### src/rtl/uart_tx_fifo_if.sv
// uart_tx_fifo_if: CPU-side bus of the FIFO-buffered UART transmitter.
// Signals are suffixed from the transmitter's point of view:
//   wr_i       write strobe, pushes data_i when full_o=0
//   data_i     word to transmit
//   brk_i      break request (only with UART_TX_BREAK_EN)
//   full_o     FIFO holds FIFO_DEPTH words
//   empty_o    FIFO holds no words
//   count_o    FIFO occupancy
//   busy_o     frame (or break) in progress
//   overrun_o  sticky: a write hit a full FIFO
//   line_out_o serial output, idle high
// master: CPU / testbench side; slave: the transmitter.
interface uart_tx_fifo_if #(
    parameter int DATA_BITS  = 8,
    parameter int FIFO_DEPTH = 16
);
    localparam int CW = $clog2(FIFO_DEPTH) + 1;
    logic                 wr_i;
    logic [DATA_BITS-1:0] data_i;
    logic                 full_o;
    logic                 empty_o;
    logic [CW-1:0]        count_o;
    logic                 busy_o;
    logic                 overrun_o;
    logic                 line_out_o;
`ifdef UART_TX_BREAK_EN
    logic                 brk_i;
    modport master (output wr_i, data_i, brk_i,
                    input  full_o, empty_o, count_o, busy_o, overrun_o, line_out_o);
    modport slave  (input  wr_i, data_i, brk_i,
                    output full_o, empty_o, count_o, busy_o, overrun_o, line_out_o);
`else
    modport master (output wr_i, data_i,
                    input  full_o, empty_o, count_o, busy_o, overrun_o, line_out_o);
    modport slave  (input  wr_i, data_i,
                    output full_o, empty_o, count_o, busy_o, overrun_o, line_out_o);
`endif
endinterface

### src/rtl/uart_tx_fifo.sv
// uart_tx_fifo: parametrised UART transmitter with internal baud divider and transmit FIFO.
// Ports:
//   clk_i  system clock, rising edge
//   rst_i  asynchronous active-high reset; aborts any frame and empties the FIFO
//   bus    uart_tx_fifo_if.slave (write strobe/data in; FIFO status, busy, overrun, line out)
// Frames: start bit, DATA_BITS data bits LSB first, optional parity, STOP_BITS stop bits,
// each bit CLK_FREQ/BAUD clocks. Queued words are sent back-to-back with no idle gap.
// Optional macro UART_TX_BREAK_EN adds bus.brk_i: in IDLE the line is held low while it is
// set, followed by at least one idle bit time before the next frame.
module uart_tx_fifo #(
    parameter int CLK_FREQ   = 50000000,
    parameter int BAUD       = 115200,
    parameter int DATA_BITS  = 8,
    parameter int PARITY     = 0,
    parameter int STOP_BITS  = 1,
    parameter int FIFO_DEPTH = 16
) (
    input logic         clk_i,
    input logic         rst_i,
    uart_tx_fifo_if.slave bus
);
    localparam int DIV = CLK_FREQ / BAUD;
    localparam int BW  = $clog2(DIV);
    localparam int AW  = $clog2(FIFO_DEPTH);
    localparam int CW  = AW + 1;
    localparam int IW  = $clog2(DATA_BITS);

    typedef enum logic [2:0] {IDLE, START, DATA, PAR, STOP} state_e;

    state_e               state_q;
    logic [DATA_BITS-1:0] mem_q [FIFO_DEPTH];
    logic [AW-1:0]        wr_ptr_q, rd_ptr_q;
    logic [CW-1:0]        count_q, count_d;
    logic                 full_q, empty_q, overrun_q;
    logic [BW-1:0]        baud_q;
    logic [IW-1:0]        idx_q;
    logic [DATA_BITS-1:0] sh_q, head;
    logic                 par_q, line_q, busy_q;
    logic                 push, pop, bit_end, brk_idle, brk_stop;

`ifdef UART_TX_BREAK_EN
    // brk_hold_q covers the break itself plus the idle bit that follows it
    logic brk_hold_q;
    assign brk_stop = bus.brk_i;
    assign brk_idle = bus.brk_i || brk_hold_q;
`else
    assign brk_stop = 1'b0;
    assign brk_idle = 1'b0;
`endif

    assign head    = mem_q[rd_ptr_q];
    assign bit_end = baud_q == BW'(DIV - 1);
    // Full test uses the registered flag, so a same-cycle pop never rescues a write
    assign push    = bus.wr_i && !full_q;
    // Pop from IDLE, or at the end of the last stop bit for a gap-free next frame
    assign pop     = !empty_q && ((state_q == IDLE && !brk_idle) ||
                     (state_q == STOP && bit_end && idx_q == IW'(STOP_BITS - 1) && !brk_stop));
    assign count_d = count_q + CW'(push) - CW'(pop);

    always_ff @(posedge clk_i)
        if (push) mem_q[wr_ptr_q] <= bus.data_i;

    always_ff @(posedge clk_i or posedge rst_i)
        if (rst_i) begin
            wr_ptr_q  <= '0;
            rd_ptr_q  <= '0;
            count_q   <= '0;
            full_q    <= 1'b0;
            empty_q   <= 1'b1;
            overrun_q <= 1'b0;
        end else begin
            if (push) wr_ptr_q <= wr_ptr_q + 1'b1;
            if (pop) rd_ptr_q <= rd_ptr_q + 1'b1;
            count_q   <= count_d;
            full_q    <= count_d == CW'(FIFO_DEPTH);
            empty_q   <= count_d == '0;
            if (bus.wr_i && full_q) overrun_q <= 1'b1;
        end

    always_ff @(posedge clk_i or posedge rst_i)
        if (rst_i) begin
            state_q <= IDLE;
            line_q  <= 1'b1;
            busy_q  <= 1'b0;
            baud_q  <= '0;
            idx_q   <= '0;
            sh_q    <= '0;
            par_q   <= 1'b0;
`ifdef UART_TX_BREAK_EN
            brk_hold_q <= 1'b0;
`endif
        end else if (pop) begin
            sh_q    <= head;
            par_q   <= (PARITY == 2) ? ^head : ~^head;
            line_q  <= 1'b0;
            busy_q  <= 1'b1;
            baud_q  <= '0;
            idx_q   <= '0;
            state_q <= START;
        end else begin
            baud_q <= bit_end ? '0 : baud_q + 1'b1;
            case (state_q)
                IDLE: begin
                    baud_q <= '0;
`ifdef UART_TX_BREAK_EN
                    if (bus.brk_i) begin
                        line_q     <= 1'b0;
                        busy_q     <= 1'b1;
                        brk_hold_q <= 1'b1;
                    end else if (brk_hold_q) begin
                        line_q <= 1'b1;
                        baud_q <= bit_end ? '0 : baud_q + 1'b1;
                        if (bit_end) begin
                            brk_hold_q <= 1'b0;
                            busy_q     <= 1'b0;
                        end
                    end else
`endif
                    begin
                        line_q <= 1'b1;
                        busy_q <= 1'b0;
                    end
                end
                START: if (bit_end) begin
                    line_q  <= sh_q[0];
                    sh_q    <= sh_q >> 1;
                    idx_q   <= '0;
                    state_q <= DATA;
                end
                DATA: if (bit_end) begin
                    if (idx_q == IW'(DATA_BITS - 1)) begin
                        idx_q   <= '0;
                        line_q  <= (PARITY != 0) ? par_q : 1'b1;
                        state_q <= (PARITY != 0) ? PAR : STOP;
                    end else begin
                        idx_q  <= idx_q + 1'b1;
                        line_q <= sh_q[0];
                        sh_q   <= sh_q >> 1;
                    end
                end
                PAR: if (bit_end) begin
                    line_q  <= 1'b1;
                    idx_q   <= '0;
                    state_q <= STOP;
                end
                STOP: if (bit_end) begin
                    if (idx_q == IW'(STOP_BITS - 1)) begin
                        line_q  <= 1'b1;
                        busy_q  <= 1'b0;
                        state_q <= IDLE;
                    end else
                        idx_q <= idx_q + 1'b1;
                end
                default: begin
                    line_q  <= 1'b1;
                    busy_q  <= 1'b0;
                    state_q <= IDLE;
                end
            endcase
        end

    assign bus.full_o     = full_q;
    assign bus.empty_o    = empty_q;
    assign bus.count_o    = count_q;
    assign bus.busy_o     = busy_q;
    assign bus.overrun_o  = overrun_q;
    assign bus.line_out_o = line_q;
endmodule

### src/flat_wrapper.sv
// flat-port wrapper written by rule: the top's interface ports become plain ports
module uart_tx_fifo_flat 
#(
    parameter int CLK_FREQ   = 50000000,
    parameter int BAUD       = 115200,
    parameter int DATA_BITS  = 8,
    parameter int PARITY     = 0,
    parameter int STOP_BITS  = 1,
    parameter int FIFO_DEPTH = 16
)
  (clk_i, rst_i, bus_wr_i, bus_data_i, bus_full_o, bus_empty_o, bus_count_o, bus_busy_o, bus_overrun_o, bus_line_out_o);
  uart_tx_fifo_if #(.DATA_BITS(DATA_BITS), .FIFO_DEPTH(FIFO_DEPTH)) bus_i ();
  input logic clk_i;
  input logic rst_i;
  input wire logic [$bits(bus_i.wr_i)-1:0] bus_wr_i;
  input wire logic [$bits(bus_i.data_i)-1:0] bus_data_i;
  output wire logic [$bits(bus_i.full_o)-1:0] bus_full_o;
  output wire logic [$bits(bus_i.empty_o)-1:0] bus_empty_o;
  output wire logic [$bits(bus_i.count_o)-1:0] bus_count_o;
  output wire logic [$bits(bus_i.busy_o)-1:0] bus_busy_o;
  output wire logic [$bits(bus_i.overrun_o)-1:0] bus_overrun_o;
  output wire logic [$bits(bus_i.line_out_o)-1:0] bus_line_out_o;
  assign bus_i.wr_i = bus_wr_i;
  assign bus_i.data_i = bus_data_i;
  assign bus_full_o = bus_i.full_o;
  assign bus_empty_o = bus_i.empty_o;
  assign bus_count_o = bus_i.count_o;
  assign bus_busy_o = bus_i.busy_o;
  assign bus_overrun_o = bus_i.overrun_o;
  assign bus_line_out_o = bus_i.line_out_o;
  uart_tx_fifo #(.CLK_FREQ(CLK_FREQ), .BAUD(BAUD), .DATA_BITS(DATA_BITS), .PARITY(PARITY), .STOP_BITS(STOP_BITS), .FIFO_DEPTH(FIFO_DEPTH)) u_core (.clk_i(clk_i), .rst_i(rst_i), .bus(bus_i));
endmodule
### config.mk
export PLATFORM = sky130hd
export DESIGN_NAME = uart_tx_fifo_flat
export DESIGN_NICKNAME = d
export VERILOG_FILES = /design/src/rtl/uart_tx_fifo_if.sv /design/src/rtl/uart_tx_fifo.sv /design/src/flat_wrapper.sv
export SDC_FILE = /design/constraint.sdc
export NUM_CORES = 1
export LEC_CHECK = 0
export CAP_MARGIN = 25
export CORE_ASPECT_RATIO = 0.8
export CORE_UTILIZATION = 60
export DETAILED_ROUTE_END_ITERATION = 12
export PLACE_DENSITY_LB_ADDON = 0.12
export SLEW_MARGIN = 20
export SYNTH_ARGS = -nofsm -noshare
export SYNTH_HDL_FRONTEND = slang
export SYNTH_SLANG_ARGS = --single-unit
### constraint.sdc
create_clock -name clk_i -period 3.82 [get_ports clk_i]
set_input_delay 0.764 -clock clk_i [delete_from_list [all_inputs] [get_ports clk_i]]
set_output_delay 0.764 -clock clk_i [all_outputs]
set_load 0.01 [all_outputs]
==> results of run 1 <==
[report_power, final]
group	leakage (nW)	internal, mW	switching, mW
logic	0.877	0.845	0.783
clock network	0.254	0.893	0.699
registers	1.66	2.32	0.299
[area by class of cell]
class                           count  share of cell area
Clock inverter                     15              0.0159
Sequential cell                   169               0.609
Multi-Input combinational cell    224               0.255
Inverter                           12             0.00563
Tap cell                          144              0.0225
Timing Repair Buffer               32              0.0388
Clock buffer                       17              0.0532
[layer usage]
| metal | part of all wire | vias to the layer above | wire length (um) |
|---|---|---|---|
| met5 | 0 | - | 0 |
| met4 | 0.019 | 0 | 250 |
| met3 | 0.066 | 20 | 870 |
| met2 | 0.48 | 156 | 6310 |
| met1 | 0.44 | 1928 | 5840 |
| li1 | - | 1697 | - |
[cells in the final DEF (no fill, tap or decap), types with 7 or more instances in the layout]
| cell type | instances |
|---|---|
| xnor2_1 | 15 |
| dfrtp_1 | 38 |
| nand2_1 | 26 |
| o211ai_1 | 12 |
| nand3_1 | 7 |
| clkbuf_16 | 17 |
| buf_4 | 10 |
| a22o_1 | 13 |
| nor2_1 | 29 |
| edfxtp_1 | 128 |
| nor3_1 | 7 |
| inv_1 | 11 |
| nor2b_1 | 7 |
| mux4_2 | 32 |
| ha_1 | 14 |
| clkdlybuf4s50_1 | 20 |
[flip-flops by register name, summed over array words and instances (netlist names)]
signal                 count
u_core.baud_q              9
u_core.bus.busy_o          1
u_core.bus.count_o         5
u_core.bus.empty_o         1
u_core.bus.full_o          1
u_core.bus.line_out_o      1
u_core.bus.overrun_o       1
u_core.idx_q               3
u_core.mem_q             128
u_core.rd_ptr_q            4
u_core.sh_q                8
u_core.state_q             3
u_core.wr_ptr_q            4
[cell families after synthesis]
| group | after synthesis | share of synthesized area |
|---|---|---|
| flip-flops | 169 | 0.692 |
| AND/OR/NAND/NOR | 98 | 0.0670 |
| buffers and inverters | 30 | 0.0180 |
| adder cells (fa/ha/maj) | 15 | 0.0277 |
| multiplexers | 37 | 0.110 |
| XOR/XNOR | 18 | 0.0224 |
| AO/OA/AOI/OAI | 56 | 0.0626 |
[worst max path at each step]
stage	from	end	slack, ns
after floorplan	u_core.baud_q[1]$_DFF_PP0_	u_core.bus.full_o$_DFF_PP0_	0.90
after global placement	u_core.baud_q[1]$_DFF_PP0_	u_core.bus.full_o$_DFF_PP0_	0.84
after detailed placement	u_core.baud_q[1]$_DFF_PP0_	u_core.bus.full_o$_DFF_PP0_	0.79
after CTS	u_core.baud_q[1]$_DFF_PP0_	u_core.bus.full_o$_DFF_PP0_	0.75
after global routing	u_core.baud_q[1]$_DFF_PP0_	u_core.bus.full_o$_DFF_PP0_	0.52
final	u_core.baud_q[1]$_DFF_PP0_	u_core.bus.full_o$_DFF_PP0_	0.78
[synthesized netlist by cell type, drive strengths merged (2+ instances only)]
library cell / n
nor3: 7
a21o: 5
a22o: 13
xor2: 3
mux2: 4
and3: 2
nand3: 7
clkbuf: 10
o211ai: 12
a22oi: 4
dfstp: 2
and2: 2
a21oi: 5
o21ai: 7
nand2b: 6
nand2: 26
edfxtp: 128
inv: 12
xnor2: 15
nand4: 3
buf: 8
ha: 14
a32o: 2
nor2: 29
nor2b: 7
mux4: 32
dfrtp: 39
or2: 4
[worst register-to-register path, stage by stage, from the launching register on]
cell      delay, ns
dfrtp_1        0.41
inv_1          0.07
ha_1           0.14
nand4b_1       0.24
o31ai_2        0.32
nand2_1        0.24
xnor2_1        0.20
ha_1           0.21
fa_1           0.40
a21o_1         0.19
a21oi_1        0.16
xnor2_1        0.18
nor3b_1        0.20
==> results.py, run 1 <==
metrics = {
    "synthesis": {
        "synth_async_sr_flop_share": 0.243,
        "syn_area_per_cell_sq_um": 16.6,
        "synth_top_area_frac": 0.546,
        "synthTopCellsByArea": "edfxtp_1, dfrtp_1, mux4_2, ha_1, xnor2_1",
        "mappedNetlistNets": 449,
        "netlist_instances": 423,
        "synth_top_cell_by_area": "edfxtp_1",
        "netlist_area_sq_um": 7040,
        "synth_cell_types": 46,
        "ys_ff_latch": 169,
        "synth_edf_count": 128,
        "ys_warn_count": 0,
        "synth-main-ff-cell": "edfxtp_1",
        "ys_seq_area_frac": 0.692,
    },
    "global_routing": {
        "grt_use_met1": 0.355,
        "grt_overflow": 0,
        "antenna_found_initial": 0,
        "grt_most_used_layer": "met2",
        "grt_pass1_vias": 3732,
        "grt_pass1_wl_um": 20800,
        "grt_max_degree": 27,
        "grt_usage": 0.246,
        "grtUsageMet2": 0.370,
        "met3_usage": 0.0515,
    },
    "sta": {
        "hold_violations": 0,
        "worst_pin_slew_ns": 0.928,
        "slew_headroom": 0.379,
        "skew_ns": 0.0105,
        "hold_slack_ns": 0.472,
        "finalCritPeriodShare": 0.795,
        "final.setup.tns_ns": 0,
        "rsz0062_at_grt": "no",
        "fin_ws_ns": 0.785,
        "setup_viol": 0,
        "finalMaxSlewViolations": 0,
        "max_freq_ghz": 0.329,
        "period_minus_slack_ns": 3.04,
    },
    "worst_setup_path": {
        "cp.required_ns": 4.16,
        "endpoint_kind": "register",
        "cp.depth": 12,
        "slowest_stage": "dfrtp_1",
        "path_delay_family": "adder cells",
        "r2r_setup_slack_ns": 0.78,
        "cpPeakStageDelay_ns": 0.41,
        "timing.rr.start": "u_core.baud_q[1]$_DFF_PP0_",
        "path_cells": "inv_1 -> ha_1 -> nand4b_1 -> o31ai_2 -> nand2_1 -> xnor2_1 -> ha_1 -> fa_1 -> a21o_1 -> a21oi_1 -> xnor2_1 -> nor3b_1",
        "worst_ep_arrival_time_ns": 3.38,
        "start_kind": "register",
        "r2r-end": "u_core.bus.full_o$_DFF_PP0_",
        "cp_max_fo": 7,
        "setup.worst_path.class": "register to register",
        "path_buf_inv": 1,
        "reg2reg_depth": 12,
    },
    "final_layout": {
        "n_fill_cell": 717,
        "final_area_sq_um": 8000,
        "fin_cells": 613,
        "layout-drive-gt1-share": 0.186,
        "nets": 482,
        "area_growth_pct": 13.7,
        "multiInputGateArea_sq_um": 2040,
        "utilization": 0.718,
        "seqCellArea_sq_um": 4870,
        "antenna_cells": 0,
    },
    "drt": {
        "drc": 0,
        "firstDrtPassIters": 5,
        "initialDrtViolationCount": 381,
        "vias": 3801,
        "wl_per_cell_um": 21.7,
        "postRouteAntennaNets": 0,
        "viasPerCell": 6.20,
        "routed_wirelength_um": 13300,
    },
    "clocking": {
        "insertion_delay_ns": 0.42,
        "cts_setup_buffers": 0,
        "cts-hold-fix-buffers": 0,
        "cts_tree": "yes",
        "clk_path_buf_depth": 2,
        "cts_resized": 0,
        "clock-root-buffer": "clkbuf_16",
        "path_clk_slew_ns": 0.06,
        "cts_inserted_buffers": 17,
        "htreeDepth": 4,
        "cts.sinks": 169,
    },
    "worst_hold_path": {
        "holdPathStages": 1,
        "hp-start": "u_core.bus.overrun_o$_DFFE_PP0P_",
        "min-delay-path-class": "register to register",
        "holdPathEnd": "u_core.bus.overrun_o$_DFFE_PP0P_",
    },
    "place": {
        "place_hpwl_um": 8590,
        "placed_area_sq_um": 7450,
        "place_ws_ns": 0.786,
        "gp_congestion": 0.860,
        "place_inst": 581,
        "port_buffers": 20,
    },
    "floorplanning": {
        "core_sq_um": 11100,
        "start_util": 0.632,
        "io_pins": 21,
        "num_rows": 34,
        "die_h_um": 98.9,
        "die_x_um": 123,
        "floorplan.die_area_sq_um": 12200,
    },
    "run_status": {
        "status": "completed",
    },
    "power": {
        "power.density_nw_per_um2": 729,
        "ir_drop_mv": 0.521,
        "p_leak_nw": 2.79,
        "p_total_mw": 5.84,
    },
    "run": {
        "maxCapViolCount": 0,
    },
}
No activity file was read; power rests on OpenSTA's default activity.
==> inputs of run 2 (changes only) <==
==> constraint.sdc (replaced) <==
create_clock -name clk_i -period 2.85 [get_ports clk_i]
set_input_delay 0.57 -clock clk_i [delete_from_list [all_inputs] [get_ports clk_i]]
set_output_delay 0.57 -clock clk_i [all_outputs]
set_load 0.01 [all_outputs]
==> run 2 against run 1 <==
Against the previous run: sequential share of layout area is 1.6 points lower; largest power group unchanged; largest cell class unchanged; wire length is 2.3% higher; design area is 2.7% higher; critical path type unchanged; non-clock buffer count is 22 higher; count of clock-buffer cells in the layout is 2 higher; critical path depth is 1 lower.
==> results.py, run 2 (synthesized netlist as in run 1, its figures left out) <==
metrics = {
    "run_status": {
        "status": "completed",
    },
    "sta": {
        "max_freq_ghz": 0.369,
        "setup_viol": 0,
        "final.setup.tns_ns": 0,
        "finalMaxSlewViolations": 0,
        "hold_slack_ns": 0.469,
        "finalCritPeriodShare": 0.952,
        "skew_ns": 0.00669,
        "period_minus_slack_ns": 2.71,
        "worst_pin_slew_ns": 0.998,
        "slew_headroom": 0.335,
        "hold_violations": 0,
    },
    "floorplanning": {
        "io_pins": 21,
        "num_rows": 34,
        "floorplan.die_area_sq_um": 12200,
        "die_x_um": 123,
        "start_util": 0.632,
        "die_h_um": 98.9,
        "core_sq_um": 11100,
    },
    "place": {
        "place_inst": 602,
        "gp_congestion": 0.828,
        "port_buffers": 20,
        "place_hpwl_um": 8970,
    },
    "drt": {
        "postRouteAntennaNets": 0,
        "firstDrtPassIters": 4,
        "routed_wirelength_um": 13600,
        "drc": 0,
        "top_layer": "met4",
        "wl_met1_um": 6000,
        "initialDrtViolationCount": 317,
        "wl_met3_um": 942,
        "vias": 3836,
        "wl_met2_um": 6540,
        "wl_per_cell_um": 21.4,
        "viasPerCell": 6.05,
    },
    "final_layout": {
        "multiInputGateArea_sq_um": 2080,
        "mostFrequentLayoutCell": "edfxtp_1",
        "layout_common_cells": "edfxtp_1, dfrtp_1, buf_4",
        "utilization": 0.737,
        "nets": 504,
        "fin_cells": 634,
        "largest_register_ffs": 128,
        "n_fill_cell": 702,
        "seqCellArea_sq_um": 4870,
        "regMostFlops": "u_core.mem_q",
        "reg.largest.list": "u_core.mem_q (128), u_core.baud_q (9), u_core.sh_q (8)",
        "layout-drive-gt1-share": 0.233,
        "antenna_cells": 0,
        "area_growth_pct": 16.8,
    },
    "global_routing": {
        "grt_pass1_vias": 3979,
        "grt_max_degree": 24,
        "grt_pass1_wl_um": 21600,
        "grt_overflow": 0,
        "antenna_found_initial": 0,
        "grt_usage": 0.251,
    },
    "power": {
        "power_frac_seq": 0.433,
        "switching_power_mw": 2.40,
        "power.density_nw_per_um2": 983,
        "p_leak_nw": 2.93,
        "ir_drop_mv": 0.957,
        "combPwrFrac": 0.285,
        "switching_share": 0.297,
        "p_clk_frac": 0.282,
        "p_int_mw": 5.67,
        "p_total_mw": 8.08,
    },
    "clocking": {
        "insertion_delay_ns": 0.42,
        "cts.sinks": 169,
        "htreeDepth": 4,
        "path_clk_slew_ns": 0.06,
        "clk_path_buf_depth": 2,
        "cts_tree": "yes",
        "clock-root-buffer": "clkbuf_16",
        "cts_inserted_buffers": 17,
    },
    "worst_setup_path": {
        "critPathLaunch": "u_core.baud_q[1]$_DFF_PP0_",
        "slowest_stage": "dfrtp_1",
        "worst_ep_arrival_time_ns": 3.05,
        "cpPeakStageDelay_ns": 0.40,
        "path_cells": "inv_1 -> ha_1 -> nand4b_1 -> o31ai_4 -> nand2_2 -> or2_2 -> fa_2 -> a21o_1 -> a21oi_2 -> xnor2_1 -> nor3b_2",
        "timing.rr.start": "u_core.baud_q[1]$_DFF_PP0_",
        "endpoint_kind": "register",
        "start_kind": "register",
        "setup.worst_path.class": "register to register",
        "cp.required_ns": 3.19,
        "cp_max_fo": 4,
    },
    "worst_hold_path": {
        "min-delay-path-class": "register to register",
        "hp-start": "u_core.bus.overrun_o$_DFFE_PP0P_",
    },
    "run": {
        "maxCapViolCount": 0,
    },
}
## run 2: cell count changes in the layout (fill, tap and decap cells not counted), moves of 2 or more
cell and delta:
bufinv_16 +2, clkbuf_1 +2, buf_4 +24, clkinvlp_4 -2
## run 2: worst max-delay path, delay by kind of cell (launching register included)
family,cells,cell delay (ns)
adder cells (fa/ha/maj),2,0.51
AO/OA/AOI/OAI,3,0.63
buffers and inverters,1,0.06
XOR/XNOR,1,0.18
flip-flops,1,0.40
AND/OR/NAND/NOR,4,0.85
## run 2: cell type report
class                      count  share of cell area
clock buffer                  19              0.0527
timing repair buffer          54              0.0554
clock inverter                12              0.0184
inverter                      12             0.00548
sequential                   169               0.593
multi-input combinational    224               0.253
tap                          144              0.0219
## run 2: repair_timing
item / CTS / global route
gates resized for setup: 1 / 6
pin swaps: 0 / 2
setup endpoints to repair: 1 / 2
hold buffers: 0 / 0
buffers inserted: 0 / 1
## run 2: final timing paths
kind / endpoint / slack, ns / cells after the start
worst min-delay path: u_core.bus.overrun_o$_DFFE_PP0P_ / 0.47 / 1
worst min register to register: u_core.bus.overrun_o$_DFFE_PP0P_ / 0.47 / 1
max in group asynchronous: u_core.bus.line_out_o$_DFFE_PP1P_ / 1.68 / 3
min in group asynchronous: u_core.baud_q[2]$_DFF_PP0_ / 0.51 / 2
worst max-delay path: u_core.bus.full_o$_DFF_PP0_ / 0.14 / 11
worst max register to register: u_core.bus.full_o$_DFF_PP0_ / 0.14 / 11
## run 2: power groups by stage
stage,clock (mW),sequential (mW),combinational [mW]
after floorplan,0,3.33,1.67
after global placement,0,3.52,2.19
after detailed placement,0,3.54,2.26
after CTS,2.31,3.50,2.28
after global routing,2.40,3.56,2.51
final,2.28,3.50,2.30
## run 2: per-layer routing
metal | track usage | up-vias
li1 | - | 1747
met1 | 0.359 | 1973
met2 | 0.384 | 109
met3 | 0.0764 | 7
met4 | 0.0593 | 0
met5 | 0 | -
## run 2: metrics by stage
stage / cell area (sq um) / setup WS (ns)
after floorplan: 7050 / 0.00452
after global placement: 7600 / 0.145
after detailed placement: 7600 / 0.0572
final: 8220 / 0.138
after CTS: 8190 / 0.0418
after global routing: 8220 / -0.0193
==> inputs of run 3 (changes only) <==
--- a/config.mk
+++ b/config.mk
@@ -10,7 +10,7 @@
 export CORE_UTILIZATION = 60
 export DETAILED_ROUTE_END_ITERATION = 12
 export PLACE_DENSITY_LB_ADDON = 0.12
-export SLEW_MARGIN = 20
+export SLEW_MARGIN = 10
 export SYNTH_ARGS = -nofsm -noshare
 export SYNTH_HDL_FRONTEND = slang
 export SYNTH_SLANG_ARGS = --single-unit
==> results of run 3 <==
No change in the layout: final DEF, timing and power equal those of run 2.
